**config.mk**
```make
export PLATFORM = sky130hd
export DESIGN_NAME = gen_scheduler
export DESIGN_NICKNAME = d
export VERILOG_FILES = /design/src/rtl/gen_scheduler.sv
export SDC_FILE = /design/constraint.sdc
export NUM_CORES = 1
export LEC_CHECK = 0
export ABC_AREA = 0
export BUFFER_PORTS_ARGS = -buffer_cell sky130_fd_sc_hd__clkbuf_2
export CAP_MARGIN = 20
export CORE_MARGIN = 2
export CORE_UTILIZATION = 38
export CTS_BUF_LIST = sky130_fd_sc_hd__clkbuf_4 sky130_fd_sc_hd__clkbuf_8 sky130_fd_sc_hd__clkbuf_16
export DETAILED_ROUTE_END_ITERATION = 8
export GPL_TIMING_DRIVEN = 0
export PLACE_DENSITY = 0.65
export SLEW_MARGIN = 20
export SYNTH_ARGS = -nofsm -noshare
export SYNTH_HDL_FRONTEND = slang
export SYNTH_SLANG_ARGS = --single-unit
```
**constraint.sdc**
```tcl
create_clock -name clk -period 5 [get_ports clk]
set_input_delay 1 -clock clk [delete_from_list [all_inputs] [get_ports clk]]
set_output_delay 1 -clock clk [all_outputs]
set_load 0.02 [all_outputs]
```
**src/rtl/gen_scheduler.sv**
```systemverilog
// Frame-synchronous generation scheduler for the cell array: counts display frames,
// gates the frame strobe by run state and fires a generation pulse at the speed-dependent frame.
module gen_scheduler #(
  parameter int FRAME_MAX  = 199,
  parameter int SPEED_STEP = 50,
  parameter int GEN_W      = 16
) (
  input  logic             clk,
  input  logic             rst,
  input  logic             vsync,
  input  logic             run_req,
  input  logic             pause_req,
  input  logic             step_req,
  input  logic             clear_req,
  input  logic             load_req,
  input  logic             speed_up,
  input  logic             speed_down,
  output logic [8:0]       vsync_edge,
  output logic             edgeDet,
  output logic [1:0]       speedCounter,
  output logic             load,
  output logic             clear,
  output logic             gen_pulse,
  output logic [GEN_W-1:0] gen_count,
  output logic [2:0]       state
);

  typedef enum logic [2:0] {
    PAUSE = 3'd0,
    RUN   = 3'd1,
    STEP  = 3'd2,
    LOAD  = 3'd3,
    CLEAR = 3'd4
  } state_t;

  localparam logic [8:0] FM9 = 9'(FRAME_MAX);

  state_t     st, st_nxt;
  logic [2:0] vs_pipe;  // [0],[1] synchronizer, [2] previous synced value
  logic       rise;
  logic [8:0] target;

  assign rise   = vs_pipe[1] & ~vs_pipe[2];
  assign target = FM9 - 9'(32'(speedCounter) * SPEED_STEP);

  assign gen_pulse = edgeDet && (vsync_edge == target);
  assign load      = (st == LOAD);
  assign clear     = (st == CLEAR);
  assign state     = st;

  always_ff @(posedge clk or negedge rst) begin
    if (!rst) begin
      vs_pipe    <= '0;
      vsync_edge <= '0;
      edgeDet    <= 1'b0;
    end else begin
      vs_pipe <= {vs_pipe[1:0], vsync};
      if (rise) vsync_edge <= (vsync_edge == FM9) ? 9'd0 : vsync_edge + 9'd1;
      // Strobe qualified by the state seen in the rise cycle, not the next one.
      edgeDet <= rise && (st == RUN || st == STEP);
    end
  end

  always_ff @(posedge clk or negedge rst) begin
    if (!rst) begin
      speedCounter <= '0;
    end else begin
      case ({speed_up, speed_down})
        2'b10:   if (speedCounter != 2'd3) speedCounter <= speedCounter + 2'd1;
        2'b01:   if (speedCounter != 2'd0) speedCounter <= speedCounter - 2'd1;
        default: ;
      endcase
    end
  end

  always_ff @(posedge clk or negedge rst) begin
    if (!rst)           gen_count <= '0;
    else if (clear)     gen_count <= '0;
    else if (gen_pulse) gen_count <= gen_count + 1'b1;
  end

  always_ff @(posedge clk or negedge rst) begin
    if (!rst) st <= PAUSE;
    else      st <= st_nxt;
  end

  always_comb begin
    st_nxt = st;
    case (st)
      PAUSE: begin
        if      (clear_req) st_nxt = CLEAR;
        else if (load_req)  st_nxt = LOAD;
        else if (step_req)  st_nxt = STEP;
        else if (run_req)   st_nxt = RUN;
      end
      RUN: begin
        if      (clear_req) st_nxt = CLEAR;
        else if (pause_req) st_nxt = PAUSE;
      end
      STEP: begin
        // A single evolved generation ends the step.
        if      (clear_req)              st_nxt = CLEAR;
        else if (pause_req || gen_pulse) st_nxt = PAUSE;
      end
      LOAD: begin
        if      (clear_req) st_nxt = CLEAR;
        else if (!load_req) st_nxt = PAUSE;
      end
      CLEAR:   st_nxt = PAUSE;
      default: st_nxt = PAUSE;
    endcase
  end

endmodule

```
# Yosys cells after proc, flatten, opt, wreduce, memory -nomap -nowiden
# Cells that the tools add are included.
[totals]
word_cells = 56
regBits = 34
input_bits = 10
out_inout_bits = 34
[classes]
multipliers = 1
n_eq_ne = 15
n_bitwise = 2
n_reduce_logical = 10
add_sub_neg = 5
muxes = 17
[op_table]
columns = ["operator", "count"]
rows = [
  ["$mux W16", 2],
  ["$mux W3", 10],
  ["$add A16 B1 Y16 const B", 1],
  ["$pmux W3 S4", 1],
  ["$add A9 B1 Y9 const B", 1],
  ["$eq A9 B8 Y1 const B", 1],
  ["$eq A9 B9 Y1", 1],
  ["$mux W9", 1],
  ["$sub A8 B8 Y9 const A", 1],
  ["$mul A2 B5 Y7 const B", 1],
  ["$eq A3 B2 Y1 const B", 2],
  ["$ne A2 B2 Y1 const B", 3],
  ["$ne A3 B3 Y1 const B", 2],
  ["$reduce_bool A2 Y1", 3],
  ["$ne A5 B5 Y1 const B", 1],
  ["$mux W2", 2],
  ["$pmux W2 S2", 1],
  ["$reduce_and A4 Y1", 1],
  ["$eq A3 B1 Y1 const B", 1],
  ["$eq A3 B3 Y1 const B", 1],
  ["$logic_not A3 Y1", 1],
  ["$ne A3 B2 Y1 const B", 1],
  ["$reduce_and A3 Y1", 1],
  ["$add A2 B1 Y2 const B", 1],
  ["other kinds (7)", 9],
]

# Depth between registers and ports, before layout
# Gate-level depths: netlist of run 1.
[logic_depth]
word_depth = 8
ltp_mapped = 9
depth_no_buf = 7

# Worst setup path after synthesis of run 1
# No wires, ideal clock.
[synth_path]
path_type = "reg2out"
startpoint = "reg speedCounter[1]"
endpoint = "out gen_pulse"
t_required_ns = 4.000
path_buffers = 1
arrival_ns = 1.998
stages_incl_launch_ff = 8
slack_ns = 2.002
cell_sequence = "dfrtp_1 > inv_1 > ha_1 > xor2_1 > mux2i_1 > nand3_2 > buf_6 > nor2_1"
[synth_between]
elab_chain_cells = 4
[synth_lines]
columns = ["item", "line", "text"]
rows = [
  ["start: declaration", "20", "output logic [1:0] speedCounter,"],
  ["start signal: assignment", "69", "2'b10: if (speedCounter != 2'd3) speedCounter <= speedCounter + 2'd1;"],
  ["start signal: assignment", "70", "2'b01: if (speedCounter != 2'd0) speedCounter <= speedCounter - 2'd1;"],
  ["$mul A2 B5 Y7", "44", "assign target = FM9 - 9'(32'(speedCounter) * SPEED_STEP);"],
  ["$sub A8 B8 Y9", "44", ""],
  ["$eq A9 B9 Y1", "46", "assign gen_pulse = edgeDet && (vsync_edge == target);"],
  ["$logic_and A1 B1 Y1", "46", ""],
  ["end: declaration", "23", "output logic gen_pulse,"],
]
# Every way passes these cells.

# Worst setup path in the final report of run 1
[layout_path]
startpoint = "reg speedCounter[0]"
endpoint = "out gen_pulse"
[layout_between]
elab_chain_cells = 4
[layout_lines]
columns = ["item", "line", "text"]
rows = [
  ["$mul A2 B5 Y7", "44", ""],
  ["$sub A8 B8 Y9", "44", ""],
  ["via target[1]", "41", "logic [8:0] target;"],
  ["$eq A9 B9 Y1", "46", ""],
  ["$logic_and A1 B1 Y1", "46", ""],
]
# The timed path passes the listed nets, and every way through them passes these cells.

==> results of run 1 <==
## layout by cell type (no fill, tap or decap), types with 6 or more instances in the layout
cell type                  count
sky130_fd_sc_hd__clkbuf_2     43
sky130_fd_sc_hd__dfrtp_1      34
sky130_fd_sc_hd__nand2_1      18
sky130_fd_sc_hd__nand3_1      13
sky130_fd_sc_hd__a21oi_1      12
sky130_fd_sc_hd__nor2_1       10
sky130_fd_sc_hd__nor3_1       10
sky130_fd_sc_hd__or4_1         9
sky130_fd_sc_hd__inv_1         8
sky130_fd_sc_hd__o31ai_1       8
sky130_fd_sc_hd__ha_1          8
sky130_fd_sc_hd__nand2b_1      7
sky130_fd_sc_hd__xnor2_1       7
sky130_fd_sc_hd__clkbuf_8      6
## power by group
| part | switching (W) | total, W | internal [W] | leakage (nW) |
|---|---|---|---|---|
| Clock | 0.000100 | 0.000217 | 0.000117 | 0.0517 |
| Sequential | 0.0000533 | 0.000358 | 0.000304 | 0.453 |
| Combinational | 0.000202 | 0.000327 | 0.000125 | 0.585 |
## metrics by stage
step | power (W) | utilization
after floorplan | 0.000597 | -
after global placement | 0.000692 | 0.446
after detailed placement | 0.000695 | 0.446
after CTS | 0.000915 | 0.465
after global routing | 0.000965 | 0.465
final | 0.000901 | 0.465
## cell families after synthesis
group / Yosys count / synth area share
adder cells (fa/ha/maj): 8 / 0.0514
XOR/XNOR: 11 / 0.0495
multiplexers: 5 / 0.0257
flip-flops: 34 / 0.437
AO/OA/AOI/OAI: 44 / 0.153
AND/OR/NAND/NOR: 87 / 0.244
buffers and inverters: 17 / 0.0398
## final timing paths
check / startpoint / slack [ns] / endpoint
max in group asynchronous: rst / 3.66 / gen_count[10]$_DFFE_PN0P_
max: speedCounter[0]$_DFFE_PN0P_ / 1.52 / gen_pulse
max reg2reg: speedCounter[0]$_DFFE_PN0P_ / 2.46 / gen_count[6]$_DFFE_PN0P_
min in group asynchronous: rst / 0.80 / vsync_edge[4]$_DFFE_PN0P_
min: vs_pipe[0]$_DFF_PN0_ / 0.37 / vs_pipe[1]$_DFF_PN0_
min reg2reg: vs_pipe[0]$_DFF_PN0_ / 0.37 / vs_pipe[1]$_DFF_PN0_
## routing by layer
layer / global-route usage / vias to the layer above
li1: - / 858
met1: 0.218 / 824
met2: 0.255 / 36
met3: 0.0437 / 6
met4: 0.0585 / 0
met5: 0 / -
## area by class of cell
cell class,count,area (sq um)
buffer,9,47.5
clock buffer,7,90.1
clock inverter,1,5.00
fill,509,2700
inverter,8,30.0
multi-input combinational,155,1020
sequential,34,851
tap,70,87.6
timing repair buffer,43,215
## sequential cells by signal, indices dropped and copies added (netlist names)
register	count
edgeDet	1
gen_count	16
speedCounter	2
state	3
vs_pipe	3
vsync_edge	9
==> results.md, run 1 <==
* Post-synthesis register bit count at 34
* Bufs on Longest Clock Path at 2
* Arrival time at the worst endpoint at 2.48 ns
* Vias after detailed routing at 1724
* Post-DR wirelength/cell at 13.4 um
* Crit path max-delay family: buffers and inverters
* Kind of start point of the critical path: flop
* Cells resized by post-CTS repair at 0
* Global-route wire length before repair at 7060 um
* Wire length on met1 at 1990 um
* Clock latency reported for the late side of the worst-skew pair at 0.29 ns
* Cell types with the highest counts after synthesis: sky130_fd_sc_hd__dfrtp_1, sky130_fd_sc_hd__nand2_1, sky130_fd_sc_hd__nand3_1, sky130_fd_sc_hd__a21oi_1
* CTS H-Tree Depth at 2
* DP Area at 0.00225 sq mm
* Met2 wire len at 2110 um
* Setup_tns at 0 ns
* ANT nets after route at 0
* Mean post-synth cell area at 9.46 sq um
* Die height at 75.6 um
* Endpoints failing hold at 0
* Iteration-0 DRC count of the detailed router at 79
* Setup repair after global routing missed its margin: no
* Most area-hungry cell type in the Yosys netlist: sky130_fd_sc_hd__dfrtp_1
* Data required time of the critical path at 4.00 ns
* Sink count of the clock tree at 34
* Die Area at 0.00572 sq mm
* Clock tree from TritonCTS: done
* Die width at 75.6 um
* Max-Slew Margin vs Limit at 0.434
* Ant. Diodes at 0
* Min Hold Slack at 0.372 ns
* Critical-path top delay cell: sky130_fd_sc_hd__dfrtp_1
* Predominant post-synthesis flop cell: sky130_fd_sc_hd__dfrtp_1
* Logic depth of the worst register-to-register path at 9
* Top Ports at 44
* Worst path max stage delay at 0.49 ns
* Type of element capturing the critical path: output pin
* Final period demand of the worst path at 3.48 ns
* Length of routed met3 wiring at 208 um
* Ratio of cells with drive above 1 in the final layout at 0.249
* Outcome: finished, final reports clean
* Final period util at 0.696
* Crit-path max FO at 10
* Post-synthesis async set-or-reset flop share at 1.00
* Yosys synthesis warning count at 0
* Total placed cells including tap cells at 319
* Static power due to leakage at 1.09 nW
* Area share of the largest cell type after synthesis at 0.437
* Number of global-route vias before repair at 1539
* Max Cap Violations at 0
* Cell area after technology mapping at 0.00195 sq mm
* Synthesized netlist cell count at 206
* Distinct cells, synth at 41
* Initial Utilization at 0.386
* Nets in the synthesized netlist at 224
* Slew Viols, Final at 0
* Power density over the cells at 384 mW/mm^2
* Clock buffers created by TritonCTS at 5
* Area added between synthesis and finish at 20.4%
* Post-detailed-routing wire length at 4380 um
* Setup violators final at 0
* Pre-CTS WS at 1.82 ns
* Number of hold buffers added after CTS at 0
* Top cells by area, synth: sky130_fd_sc_hd__dfrtp_1, sky130_fd_sc_hd__ha_1, sky130_fd_sc_hd__nand2_1
* Number of buffer and inverter instances along the worst setup path at 3
* Core Region at 0.00504 sq mm
* Placement row count at 26
* Total number of cells along the worst setup path at 8
* Number of antenna violations at the first check in global routing at 0
* Remaining DRCs at 0
* Highest metal layer with signal wires: met4
* Type of the most critical hold path: reg2reg
* Critical setup path kind: reg2out
* Most instantiated library cell after synthesis: sky130_fd_sc_hd__dfrtp_1
* Largest clock skew in the final design at 0.00744 ns
* Post-route insts no fill at 327
* Net count reported at finish at 274
* List of cells traversed by the critical path: inv_1 > ha_1 > xor2_1 > mux2i_1 > nand3_2 > buf_6 > nor2_1 > clkbuf_2
* Gp weighted congestion at 0.801
* Root buf cell: sky130_fd_sc_hd__clkbuf_8
* Slew at the pin closest to its max-slew limit at 0.848 ns
* Drt first pass iters at 4
* Number of flops mapped to enable cells by yosys at 0
* Via-per-instance ratio at 5.27
* Grt total ovfl at 0
* Number of instances on the worst hold path at 0
* Pin count of the biggest net entering global routing at 35
* Clock transition at the registers of the reported paths at 0.07 ns
* Sum of net half-perimeters after detailed placement at 3170 um
* Register area share after synthesis at 0.437
* Peak supply drop at 0.184 mV
* Total global routing track utilization at 0.163
* Final design instance area without fill at 0.00235 sq mm
* Peak clock frequency supported by timing at 287 MHz
* Number of I/O port buffers at 43
* Setup slack of the critical path after layout at 1.52 ns
* Setup bufs post-CTS at 0
Power figures use the tool's default switching activity.
==> run 2: changes to the inputs <==
ABC_AREA = 1   (was 0)
PLACE_DENSITY = 0.64   (was 0.65)
clock period = 3.65 ns   (was 5 ns; I/O delays follow)
==> results.md, run 2 <==
* Via-per-instance ratio at 4.76 (-9.8%)
* Initial Utilization at 0.389 (+0.00299)
* Die width at 78.9 um (+4.3%)
* Critical setup path kind: reg2out
* Iteration-0 DRC count of the detailed router at 138 (+75%)
* Kind of start point of the critical path: flop
* Ratio of cells with drive above 1 in the final layout at 0.187 (-0.0624)
* Mean post-synth cell area at 7.30 sq um (-23%)
* Number of antenna violations at the first check in global routing at 0 (unchanged)
* Top cells by area, synth: sky130_fd_sc_hd__dfrtp_1, sky130_fd_sc_hd__nand2_1, sky130_fd_sc_hd__nand3_1
* Number of I/O port buffers at 43 (unchanged)
* Area share of the largest cell type after synthesis at 0.399 (-0.0374)
* Flip-flop count of the largest register, all copies and words added at 16 (unchanged)
* Synthesized netlist cell count at 292 (+42%)
* Critical-path top delay cell: sky130_fd_sc_hd__dfrtp_1
* Global-route wire length before repair at 7970 um (+13%)
* Drt first pass iters at 4 (unchanged)
* Most frequent cells in the layout: sky130_fd_sc_hd__nand2_1, sky130_fd_sc_hd__nor2_1, sky130_fd_sc_hd__nand3_1, sky130_fd_sc_hd__clkbuf_2, sky130_fd_sc_hd__dfrtp_1
* Gp weighted congestion at 0.841 (+4.9%)
* Arrival time at the worst endpoint at 2.11 ns (-0.37 ns)
* Distinct cells, synth at 28 (-32%)
* Number of flops mapped to enable cells by yosys at 0 (unchanged)
* Pre-CTS WS at 1.09 ns (-0.726 ns)
* Area added between synthesis and finish at 18.8%
* Core Region at 0.00547 sq mm (+8.5%)
* Largest clock skew in the final design at 0.00567 ns (-0.00177 ns)
* Static power due to leakage at 1.32 nW (+21%)
* Post-detailed-routing wire length at 4670 um (+6.6%)
* Predominant post-synthesis flop cell: sky130_fd_sc_hd__dfrtp_1
* Power density over the cells at 467 mW/mm^2 (+22%)
* Total global routing track utilization at 0.158 (-0.00446)
* Post-synthesis async set-or-reset flop share at 1.00 (unchanged)
* Setup violators final at 0 (unchanged)
* Number of global-route vias before repair at 1784 (+16%)
* Nets in the synthesized netlist at 310 (+38%)
* Logic depth of the worst register-to-register path at 11 (+2)
* Slew Viols, Final at 0 (unchanged)
* Peak supply drop at 0.225 mV (+22%)
* Clock tree from TritonCTS: done
* Slew at the pin closest to its max-slew limit at 0.832 ns (-0.0163 ns)
* Placement row count at 27 (+3.8%)
* ANT nets after route at 0 (unchanged)
* Biggest registers after layout: gen_count: 16 flops, vsync_edge: 9 flops
* Die height at 78.9 um (+4.3%)
* Clock latency reported for the late side of the worst-skew pair at 0.28 ns (about the same)
* Vias after detailed routing at 1974 (+15%)
* Cell types with the highest counts after synthesis: sky130_fd_sc_hd__nand2_1, sky130_fd_sc_hd__nand3_1, sky130_fd_sc_hd__nor2_1, sky130_fd_sc_hd__dfrtp_1, sky130_fd_sc_hd__inv_1
* Data required time of the critical path at 2.92 ns (-1.08 ns)
* Cells resized by post-CTS repair at 0 (unchanged)
* Top Ports at 44 (unchanged)
* Largest reg by FF count: gen_count
* Post-route insts no fill at 415 (+27%)
* Sum of net half-perimeters after detailed placement at 3560 um (+12%)
* Max Cap Violations at 0 (unchanged)
* Setup slack of the critical path after layout at 0.813 ns (-0.704 ns)
* Most area-hungry cell type in the Yosys netlist: sky130_fd_sc_hd__dfrtp_1
* Clock buffers created by TritonCTS at 5 (unchanged)
* Endpoints failing hold at 0 (unchanged)
* Post-route core utilization at 0.463 (-0.00276)
* CTS H-Tree Depth at 2 (unchanged)
* Most common cell after layout, fill and taps aside: sky130_fd_sc_hd__nand2_1
* Crit-path max FO at 9 (-1)
* Worst path max stage delay at 0.52 ns (+0.03 ns)
* Setup_tns at 0 ns (unchanged)
* Sink count of the clock tree at 34 (unchanged)
* Net count reported at finish at 360 (+31%)
* Peak clock frequency supported by timing at 353 MHz
* Setup repair after global routing missed its margin: no
* Outcome: finished, final reports clean
* Bufs on Longest Clock Path at 2 (unchanged)
* Most instantiated library cell after synthesis: sky130_fd_sc_hd__nand2_1
* Die Area at 0.00622 sq mm (+8.9%)
* Remaining DRCs at 0 (unchanged)
* Final period demand of the worst path at 2.84 ns
* Grt total ovfl at 0 (unchanged)
* Yosys synthesis warning count at 0 (unchanged)
* Type of the most critical hold path: reg2reg
* Ant. Diodes at 0 (unchanged)
* Clock transition at the registers of the reported paths at 0.07 ns (about the same)
* Number of hold buffers added after CTS at 0 (unchanged)
* Cell area after technology mapping at 0.00213 sq mm (+9.4%)
* Max-Slew Margin vs Limit at 0.445 (+0.0109)
* Total placed cells including tap cells at 407 (+28%)
* Setup bufs post-CTS at 0 (unchanged)
* Count of filler cells inserted in the layout at 594 (+17%)
* Root buf cell: sky130_fd_sc_hd__clkbuf_8
* Register-to-register setup slack at 1.68 ns (-0.78 ns)
* Register area share after synthesis at 0.399 (-0.0374)
* Post-synthesis register bit count at 34 (unchanged)
* List of cells traversed by the critical path: inv_2 > ha_1 > inv_1 > nand3_1 > nand2_1 > nand2_1 > nor2_2 > nand3_4 > inv_2 > clkbuf_2
* Pin count of the biggest net entering global routing at 35 (unchanged)
* Number of instances on the worst hold path at 0 (unchanged)
* Type of element capturing the critical path: output pin
* Post-DR wirelength/cell at 11.3 um (-16%)
* Final period util at 0.777
[run 2: cell count changes after synthesis, sizes merged, moves of 4 or more]
cell	before	now
nand2	18	84
nor2	10	46
nand3	14	44
inv	8	28
xor2	4	17
a21oi	12	2
or4	9	0
o31ai	8	0
nand2b	7	0
and3	5	0
mux2i	5	0
xnor2	7	2
a31o	4	0
[run 2: worst paths after layout]
kind                                             start                        end
hold / removal                    vs_pipe[0]$_DFF_PN0_       vs_pipe[1]$_DFF_PN0_
min in group asynchronous                          rst  vsync_edge[3]$_DFFE_PN0P_
setup / recovery           speedCounter[0]$_DFFE_PN0P_                  gen_pulse
hold reg to reg                   vs_pipe[0]$_DFF_PN0_       vs_pipe[1]$_DFF_PN0_
max in group asynchronous                          rst   gen_count[6]$_DFFE_PN0P_
setup reg to reg           speedCounter[0]$_DFFE_PN0P_   gen_count[5]$_DFFE_PN0P_
[run 2: power by group]
part	internal (W)	switching, W	leakage, nW
Sequential	0.000417	0.0000662	0.452
Clock	0.000160	0.000136	0.0517
Combinational	0.000145	0.000258	0.818
Total	0.000722	0.000460	1.32
[run 2: final cells by class]
type | instances | area [sq um] | share of cell area
multi-input combinational | 224 | 1140 | 0.450
sequential | 34 | 851 | 0.336
timing repair buffer | 43 | 215 | 0.0850
inverter | 28 | 105 | 0.0415
clock buffer | 7 | 90.1 | 0.0356
tap | 72 | 90.1 | 0.0356
buffer | 6 | 35.0 | 0.0138
clock inverter | 1 | 5.00 | 0.00198
[run 2: worst max-delay path, delay by kind of cell, from the launching register on]
kind          cells  cell delay [ns]
flops             1             0.52
fa+ha+maj         1             0.27
buf+inv           4             0.56
simple gates      5             0.48
[run 2: layer usage]
metal  track usage  part of all wire  vias to the layer above
li1              -                 -                     1031
met1         0.220              0.49                      902
met2         0.255              0.46                       39
met3        0.0341             0.044                        2
met4        0.0362            0.0083                        0
met5             0                 0                        -
[run 2: kinds of logic after synthesis]
kind of cell               share of synthesized area
AOI/OAI and AO/OA                             0.0194
adders and majority gates                     0.0470
xor gates and xnor gates                      0.0781
buffers and inverters                         0.0658
and+or+nand+nor                                0.390
DFF                                            0.399
[run 2: through the flow]
stage / area (sq um) / total power, W / hold slack, ns
2_1_floorplan: 2130 / 0.000786 / 0.331
3_3_place_gp: 2440 / 0.000892 / 0.332
3_5_place_dp: 2440 / 0.000899 / 0.336
4_1_cts: 2530 / 0.00120 / 0.351
5_1_grt: 2530 / 0.00128 / 0.360
6_report: 2530 / 0.00118 / 0.351
